<file path="src/rtl/traffic_pkg.sv">
// rtl/traffic_pkg.sv - shared states, lamp patterns and BCD helper for the traffic light controller
//
// Purpose: single home for the FSM state codes, the lamp patterns driven in
// each state and the binary-to-BCD conversion of the seconds countdown.
// Ports: none (package).
//
// LED bit order everywhere: {ns_r, ns_y, ns_g, ew_r, ew_y, ew_g}.

package traffic_pkg;

  typedef enum logic [2:0] {
    NS_G  = 3'd0,
    NS_Y  = 3'd1,
    RED1  = 3'd2,
    EW_G  = 3'd3,
    EW_Y  = 3'd4,
    RED2  = 3'd5,
    NIGHT = 3'd6
  } tl_state_e;

  localparam logic [5:0] LED_NS_G    = 6'b001_100;
  localparam logic [5:0] LED_NS_Y    = 6'b010_100;
  localparam logic [5:0] LED_ALL_RED = 6'b100_100;
  localparam logic [5:0] LED_EW_G    = 6'b100_001;
  localparam logic [5:0] LED_EW_Y    = 6'b100_010;

  // Lamp pattern for a state; in NIGHT both yellows flash together with blink.
  function automatic logic [5:0] led_pattern(input tl_state_e s, input logic blink);
    logic [5:0] p;
    case (s)
      NS_G:    p = LED_NS_G;
      NS_Y:    p = LED_NS_Y;
      EW_G:    p = LED_EW_G;
      EW_Y:    p = LED_EW_Y;
      NIGHT:   p = {1'b0, blink, 1'b0, 1'b0, blink, 1'b0};
      default: p = LED_ALL_RED;
    endcase
    return p;
  endfunction

  // Two-digit BCD {tens, units} of a value in 0..99.
  function automatic logic [7:0] bin2bcd(input logic [6:0] bin);
    int b;
    b = int'(bin);
    return 8'(((b / 10) * 16) + (b % 10));
  endfunction

endpackage

</file>
<file path="src/rtl/tl_tick_gen.sv">
// rtl/tl_tick_gen.sv - one-second tick prescaler for the traffic light controller
//
// Purpose: counts 0..TICK_DIV-1 and pulses tick for one cycle on the last
// count; clr restarts the count so every phase begins on a fresh second.
// Ports:
//   clk    in   system clock
//   rst_n  in   asynchronous active-low reset
//   clr    in   restart the count from 0 on the next edge
//   tick   out  one-cycle pulse every TICK_DIV cycles

module tl_tick_gen #(
  parameter int TICK_DIV = 50_000_000
) (
  input  logic clk,
  input  logic rst_n,
  input  logic clr,
  output logic tick
);

  localparam int CW = (TICK_DIV > 2) ? $clog2(TICK_DIV) : 1;
  localparam logic [CW-1:0] LAST = CW'(TICK_DIV - 1);

  logic [CW-1:0] cnt_q;

  always_ff @(posedge clk or negedge rst_n) begin
    if (!rst_n) begin
      cnt_q <= '0;
    end else if (clr || (cnt_q == LAST)) begin
      cnt_q <= '0;
    end else begin
      cnt_q <= cnt_q + 1'b1;
    end
  end

  // Decoded from the count only, so clr (derived from tick) forms no loop.
  assign tick = (cnt_q == LAST);

endmodule

</file>
<file path="src/rtl/traffic_light_ctrl.sv">
// rtl/traffic_light_ctrl.sv - two-way junction traffic light sequencer with pedestrian and night modes
//
// Purpose: cycles NS_G -> NS_Y -> RED1 -> EW_G -> EW_Y -> RED2 on a per-second
// countdown, shortens green on a pedestrian request and falls back to a
// flashing-yellow NIGHT mode while night is held.
// Ports:
//   clk        in   system clock
//   rst_n      in   asynchronous active-low reset
//   ped_req_n  in   raw pedestrian button, active-low, asynchronous
//   night      in   night-mode request level, asynchronous
//   led        out  {ns_r, ns_y, ns_g, ew_r, ew_y, ew_g}, registered
//   cnt_bcd    out  remaining seconds {tens, units} in BCD, registered
//   ped_pend   out  pedestrian request latched and not yet served, registered
//   phase      out  current state code, registered

module traffic_light_ctrl
  import traffic_pkg::*;
#(
  parameter int TICK_DIV = 50_000_000,
  parameter int T_GREEN  = 25,
  parameter int T_YELLOW = 5,
  parameter int T_ALLRED = 2,
  parameter int T_PEDMIN = 5
) (
  input  logic       clk,
  input  logic       rst_n,
  input  logic       ped_req_n,
  input  logic       night,
  output logic [5:0] led,
  output logic [7:0] cnt_bcd,
  output logic       ped_pend,
  output logic [2:0] phase
);

  if (TICK_DIV < 2 ||
      T_GREEN  < 1 || T_GREEN  > 99 ||
      T_YELLOW < 1 || T_YELLOW > 99 ||
      T_ALLRED < 1 || T_ALLRED > 99 ||
      T_PEDMIN < 1 || T_PEDMIN > 99 ||
      T_PEDMIN > T_GREEN) begin : g_param_check
    $error("traffic_light_ctrl: timing parameter out of range");
  end

  localparam logic [6:0] CD_GREEN  = 7'(T_GREEN);
  localparam logic [6:0] CD_YELLOW = 7'(T_YELLOW);
  localparam logic [6:0] CD_ALLRED = 7'(T_ALLRED);
  localparam logic [6:0] CD_PEDMIN = 7'(T_PEDMIN);

  // Input synchronisers; ped_prev is the edge-detect stage behind ped_s2.
  logic ped_s1, ped_s2, ped_prev;
  logic night_s1, night_s;
  logic ped_evt;

  always_ff @(posedge clk or negedge rst_n) begin
    if (!rst_n) begin
      ped_s1   <= 1'b1;
      ped_s2   <= 1'b1;
      ped_prev <= 1'b1;
      night_s1 <= 1'b0;
      night_s  <= 1'b0;
    end else begin
      ped_s1   <= ped_req_n;
      ped_s2   <= ped_s1;
      ped_prev <= ped_s2;
      night_s1 <= night;
      night_s  <= night_s1;
    end
  end

  assign ped_evt = ped_prev & ~ped_s2;

  tl_state_e  state_q, state_d;
  logic [6:0] cd_q, cd_d;
  logic       blink_q, blink_d;
  logic       pend_d;
  // Set when a green ended with a request pending: that request is served by
  // the following red. A request latched during yellow survives the red and
  // shortens the next green instead.
  logic       served_q, served_d;
  logic       tick;

  tl_tick_gen #(
    .TICK_DIV(TICK_DIV)
  ) u_tick_gen (
    .clk  (clk),
    .rst_n(rst_n),
    .clr  (state_d != state_q),
    .tick (tick)
  );

  always_comb begin
    state_d  = state_q;
    cd_d     = cd_q;
    blink_d  = blink_q;
    pend_d   = ped_pend;
    served_d = served_q;

    case (state_q)
      NS_G, EW_G: begin
        if (tick && (night_s || cd_q == 7'd1)) begin
          state_d  = (state_q == NS_G) ? NS_Y : EW_Y;
          cd_d     = CD_YELLOW;
          served_d = ped_pend;
        end else if (ped_pend && (cd_q > CD_PEDMIN)) begin
          // Shortening wins over a same-cycle decrement; prescaler keeps running.
          cd_d = CD_PEDMIN;
        end else if (tick) begin
          cd_d = cd_q - 7'd1;
        end
      end

      NS_Y, EW_Y: begin
        if (tick) begin
          if (cd_q == 7'd1) begin
            state_d  = (state_q == NS_Y) ? RED1 : RED2;
            cd_d     = CD_ALLRED;
            served_d = 1'b0;
            if (served_q) begin
              pend_d = 1'b0;
            end
          end else begin
            cd_d = cd_q - 7'd1;
          end
        end
      end

      RED1, RED2: begin
        if (tick) begin
          if (cd_q == 7'd1) begin
            if (night_s) begin
              state_d = NIGHT;
              cd_d    = '0;
              blink_d = 1'b1;
            end else begin
              state_d = (state_q == RED1) ? EW_G : NS_G;
              cd_d    = ped_pend ? CD_PEDMIN : CD_GREEN;
            end
          end else begin
            cd_d = cd_q - 7'd1;
          end
        end
      end

      NIGHT: begin
        if (tick) begin
          if (!night_s) begin
            state_d = RED2;
            cd_d    = CD_ALLRED;
            pend_d  = 1'b0;
          end else begin
            blink_d = ~blink_q;
          end
        end
      end

      default: begin
        state_d = RED2;
        cd_d    = CD_ALLRED;
      end
    endcase

    // A fresh request is never lost to a same-cycle clear.
    if (ped_evt) begin
      pend_d = 1'b1;
    end
  end

  // Outputs are registered from next-state values so they line up with state_q.
  always_ff @(posedge clk or negedge rst_n) begin
    if (!rst_n) begin
      state_q  <= RED2;
      cd_q     <= CD_ALLRED;
      blink_q  <= 1'b0;
      served_q <= 1'b0;
      ped_pend <= 1'b0;
      led      <= LED_ALL_RED;
      cnt_bcd  <= bin2bcd(CD_ALLRED);
      phase    <= 3'd5;
    end else begin
      state_q  <= state_d;
      cd_q     <= cd_d;
      blink_q  <= blink_d;
      served_q <= served_d;
      ped_pend <= pend_d;
      led      <= led_pattern(state_d, blink_d);
      cnt_bcd  <= (state_d == NIGHT) ? 8'h00 : bin2bcd(cd_d);
      phase    <= state_d;
    end
  end

endmodule

</file>
<file path="config.mk">
export PLATFORM = sky130hd
export DESIGN_NAME = traffic_light_ctrl
export DESIGN_NICKNAME = d
export VERILOG_FILES = /design/src/rtl/traffic_pkg.sv /design/src/rtl/tl_tick_gen.sv /design/src/rtl/traffic_light_ctrl.sv
export SDC_FILE = /design/constraint.sdc
export NUM_CORES = 1
export LEC_CHECK = 0
export ABC_AREA = 1
export BUFFER_PORTS_ARGS = -buffer_cell sky130_fd_sc_hd__clkbuf_2
export CAP_MARGIN = 40
export CORE_ASPECT_RATIO = 1.1
export CORE_UTILIZATION = 40
export DETAILED_ROUTE_END_ITERATION = 7
export PLACE_DENSITY = 0.64
export RECOVER_POWER = 25
export SYNTH_ARGS = -nofsm -noshare
export SYNTH_HDL_FRONTEND = slang
export SYNTH_HIERARCHICAL = 1
export SYNTH_SLANG_ARGS = --single-unit
</file>
<file path="constraint.sdc">
create_clock -name clk -period 7.9 [get_ports clk]
set_input_delay 1.185 -clock clk [delete_from_list [all_inputs] [get_ports clk]]
set_output_delay 1.185 -clock clk [all_outputs]
set_load 0.005 [all_outputs]
</file>
==> flow_summary.json <==
{
  "status": "complete, but fails checks",
  "violations": "capacitance limit, slew limit",
  "cts_sinks": 58,
  "grt_pass1_wl_um": 18700,
  "wire_per_inst_um": 13.1,
  "firstDrtPassIters": 5,
  "row_count": 40,
  "ys_seq_area_frac": 0.322,
  "critPathTopFamily": "simple AND/OR/NAND/NOR gates",
  "endpoint_kind": "flip-flop",
  "cts_setup_buffers": 0,
  "reg2reg_slack_ps": 1480,
  "arrival_ps": 6650,
  "power.static_leakage_nw": 2.70,
  "grt_pass1_vias": 4033,
  "r2r_end": "cnt_bcd[7]",
  "cts_resized": 0,
  "post-route-period-util": 0.813,
  "min_from": "night_s1",
  "yosysUniqueCellTypes": 42,
  "power_density_mw_per_mm2": 132,
  "min_period_ps": 6420,
  "vias": 4218,
  "coreArea_mm2": 0.0110,
  "gp_congestion": 0.878,
  "path_clk_slew_ps": 50,
  "place_area_mm2": 0.00480,
  "cap_violations": 1,
  "cp_max_fo": 19,
  "ctsLongestPathBuffers": 2,
  "cp_slowest_stage_delay_ps": 420,
  "track_usage": 0.200,
  "drc": 0,
  "hpwl_um": 8480,
  "start_util": 0.414,
  "syn_inst": 662,
  "drt-total-wl_um": 11000,
  "insertion_delay_ps": 340,
  "cp_common_cell": "nand2_1",
  "slew_headroom": -1.06,
  "cp.depth": 45,
  "syn-cell-area_mm2": 0.00454,
  "required_ps": 8130,
  "cts_htree_levels": 3,
  "port-buffer-count": 21,
  "via_per_inst": 5.01,
  "drive_gt1_frac": 0.188,
  "grt_max_degree": 59,
  "fin_nets": 708,
  "cts_tree": "done",
  "setup_violations": 0,
  "final_common_cell": "nand2_1",
  "synth_area_per_cell_um2": 6.86,
  "skew_ps": 7.56,
  "layout_common_cells": "187 x nand2_1, 103 x nor2_1, 77 x inv_1",
  "drt_iter0_drc": 230,
  "ant_nets": 0,
  "cp_slowest_cell": "dfrtp_1",
  "tightest_slew_ps": 3090,
  "worstSetupPathType": "reg -> reg",
  "slew_violations": 59,
  "worst-path-buf-inv": 5,
  "hold_depth": 0,
  "yosys_warnings": 6,
  "clock-root-buffer": "clkbuf_16",
  "die_area_mm2": 0.0118,
  "syn2layout_area_growth_pct": 11.8,
  "hold_class": "reg -> reg",
  "finalSetupTns_ps": 0,
  "reg2reg_from": "u_tick_gen/cnt_q[0]",
  "pin_count": 22,
  "rsz0062_at_grt": "false",
  "synth_nets": 680,
  "final_hold_viol_count": 0,
  "die_w_um": 104,
  "worst_r2r_path_depth": 45,
  "fmax_ghz": 0.156,
  "startpoint_type": "flip-flop",
  "cts_hold_buf": 0,
  "irDropWorstVdd_uv": 113,
  "ys_seq_elements": 58,
  "stdcell_area_mm2": 0.00507,
  "antenna_found_initial": 0,
  "cts_buffers": 9,
  "grt-ovfl-total": 0,
  "diodes": 0,
  "die_h_um": 114,
  "worstHoldEndpoint": "night_s"
}
-- worst reg2reg max path, delay by kind of cell, from the launching register on --
kind | cells | cell delay (ps)
AOI/OAI and AO/OA | 4 | 620
xor gates and xnor gates | 4 | 710
adders and majority gates | 5 | 950
buffers and inverters | 5 | 570
DFF | 1 | 420
and+or+nand+nor | 27 | 3060
-- worst max-delay path by stage --
stage	start	to	slack, ps
after floorplan	u_tick_gen/cnt_q[0]	cnt_bcd[7]	2160
after global placement	u_tick_gen/cnt_q[0]	cnt_bcd[7]	1770
after detailed placement	u_tick_gen/cnt_q[0]	cnt_bcd[7]	1540
after CTS	u_tick_gen/cnt_q[0]	cnt_bcd[7]	1510
after global routing	u_tick_gen/cnt_q[0]	cnt_bcd[7]	810
final	u_tick_gen/cnt_q[0]	cnt_bcd[7]	1480
-- logic make-up (layout without fill, tap and decap cells) --
logic type	after synthesis	in the layout	share of synthesized area
XOR/XNOR	22	22	0.0425
AO/OA/AOI/OAI	45	45	0.0634
buffers and inverters	99	132	0.0877
adder cells (fa/ha/maj)	14	14	0.0403
AND/OR/NAND/NOR	424	424	0.444
flip-flops	58	58	0.322
-- stage by stage --
| step | instances | util | power (mW) | hold slack (ps) | setup WS [ps] |
|---|---|---|---|---|---|
| floorplan | 662 | - | 0.306 | 331 | 2160 |
| global placement | 826 | 0.438 | 0.313 | 336 | 1770 |
| detailed placement | 826 | 0.438 | 0.314 | 340 | 1540 |
| CTS | 842 | 0.463 | 0.685 | 353 | 1510 |
| global route | 842 | 0.463 | 0.698 | 360 | 813 |
| finish | 842 | 0.463 | 0.672 | 355 | 1480 |
-- per-layer routing --
metal | track usage | vias to the layer above | share of wire
met5 | 0 | - | 0
met2 | 0.358 | 88 | 0.51
met1 | 0.232 | 1971 | 0.43
met3 | 0.0497 | 24 | 0.040
met4 | 0.0744 | 0 | 0.024
li1 | - | 2135 | -
-- cell type report --
type	instances	area [µm²]
tap	147	184
clock buffer	9	225
sequential	58	1460
timing repair buffer	23	116
inverter	93	349
fill	1109	5890
multi-input combinational	505	2680
clock inverter	7	55.1
-- sequential cells by signal, summed over array words and instances (netlist names) --
register,flops
ped_s1,1
u_tick_gen/cnt_q,26
ped_pend,1
ped_s2,1
served_q,1
state_q,3
night_s1,1
night_s,1
cd_q,7
ped_prev,1
led,6
cnt_bcd,8
blink_q,1
-- power by group --
group / internal [mW] / switching (mW) / leakage, nW
sequential: 0.299 / 0.00113 / 0.748
combinational: 0.000931 / 0.00632 / 1.82
clock: 0.214 / 0.151 / 0.132
total: 0.514 / 0.158 / 2.70
-- synth_stat cells, drive strengths merged --
master	instances	area, µm²
fa	1	20.0
a21o	1	7.51
nand4	13	81.3
ha	13	163
inv	93	349
o211a	1	10.0
o22ai	1	6.26
dfstp	9	236
nand3	65	393
nor3	2	10.0
nand3b	2	15.0
o21a	1	7.51
xnor2	10	87.6
o21ai	17	92.6
o31ai	2	15.0
dfrtp	49	1230
and2	1	6.26
o21bai	2	26.3
xor2	12	105
nand2	219	955
or2	1	6.26
a211oi	1	7.51
nor2	121	548
o2111ai	1	8.76
a21oi	14	77.6
o211ai	3	22.5
a31oi	1	6.26
buf	6	48.8
No activity file was read; power rests on OpenSTA's default activity.
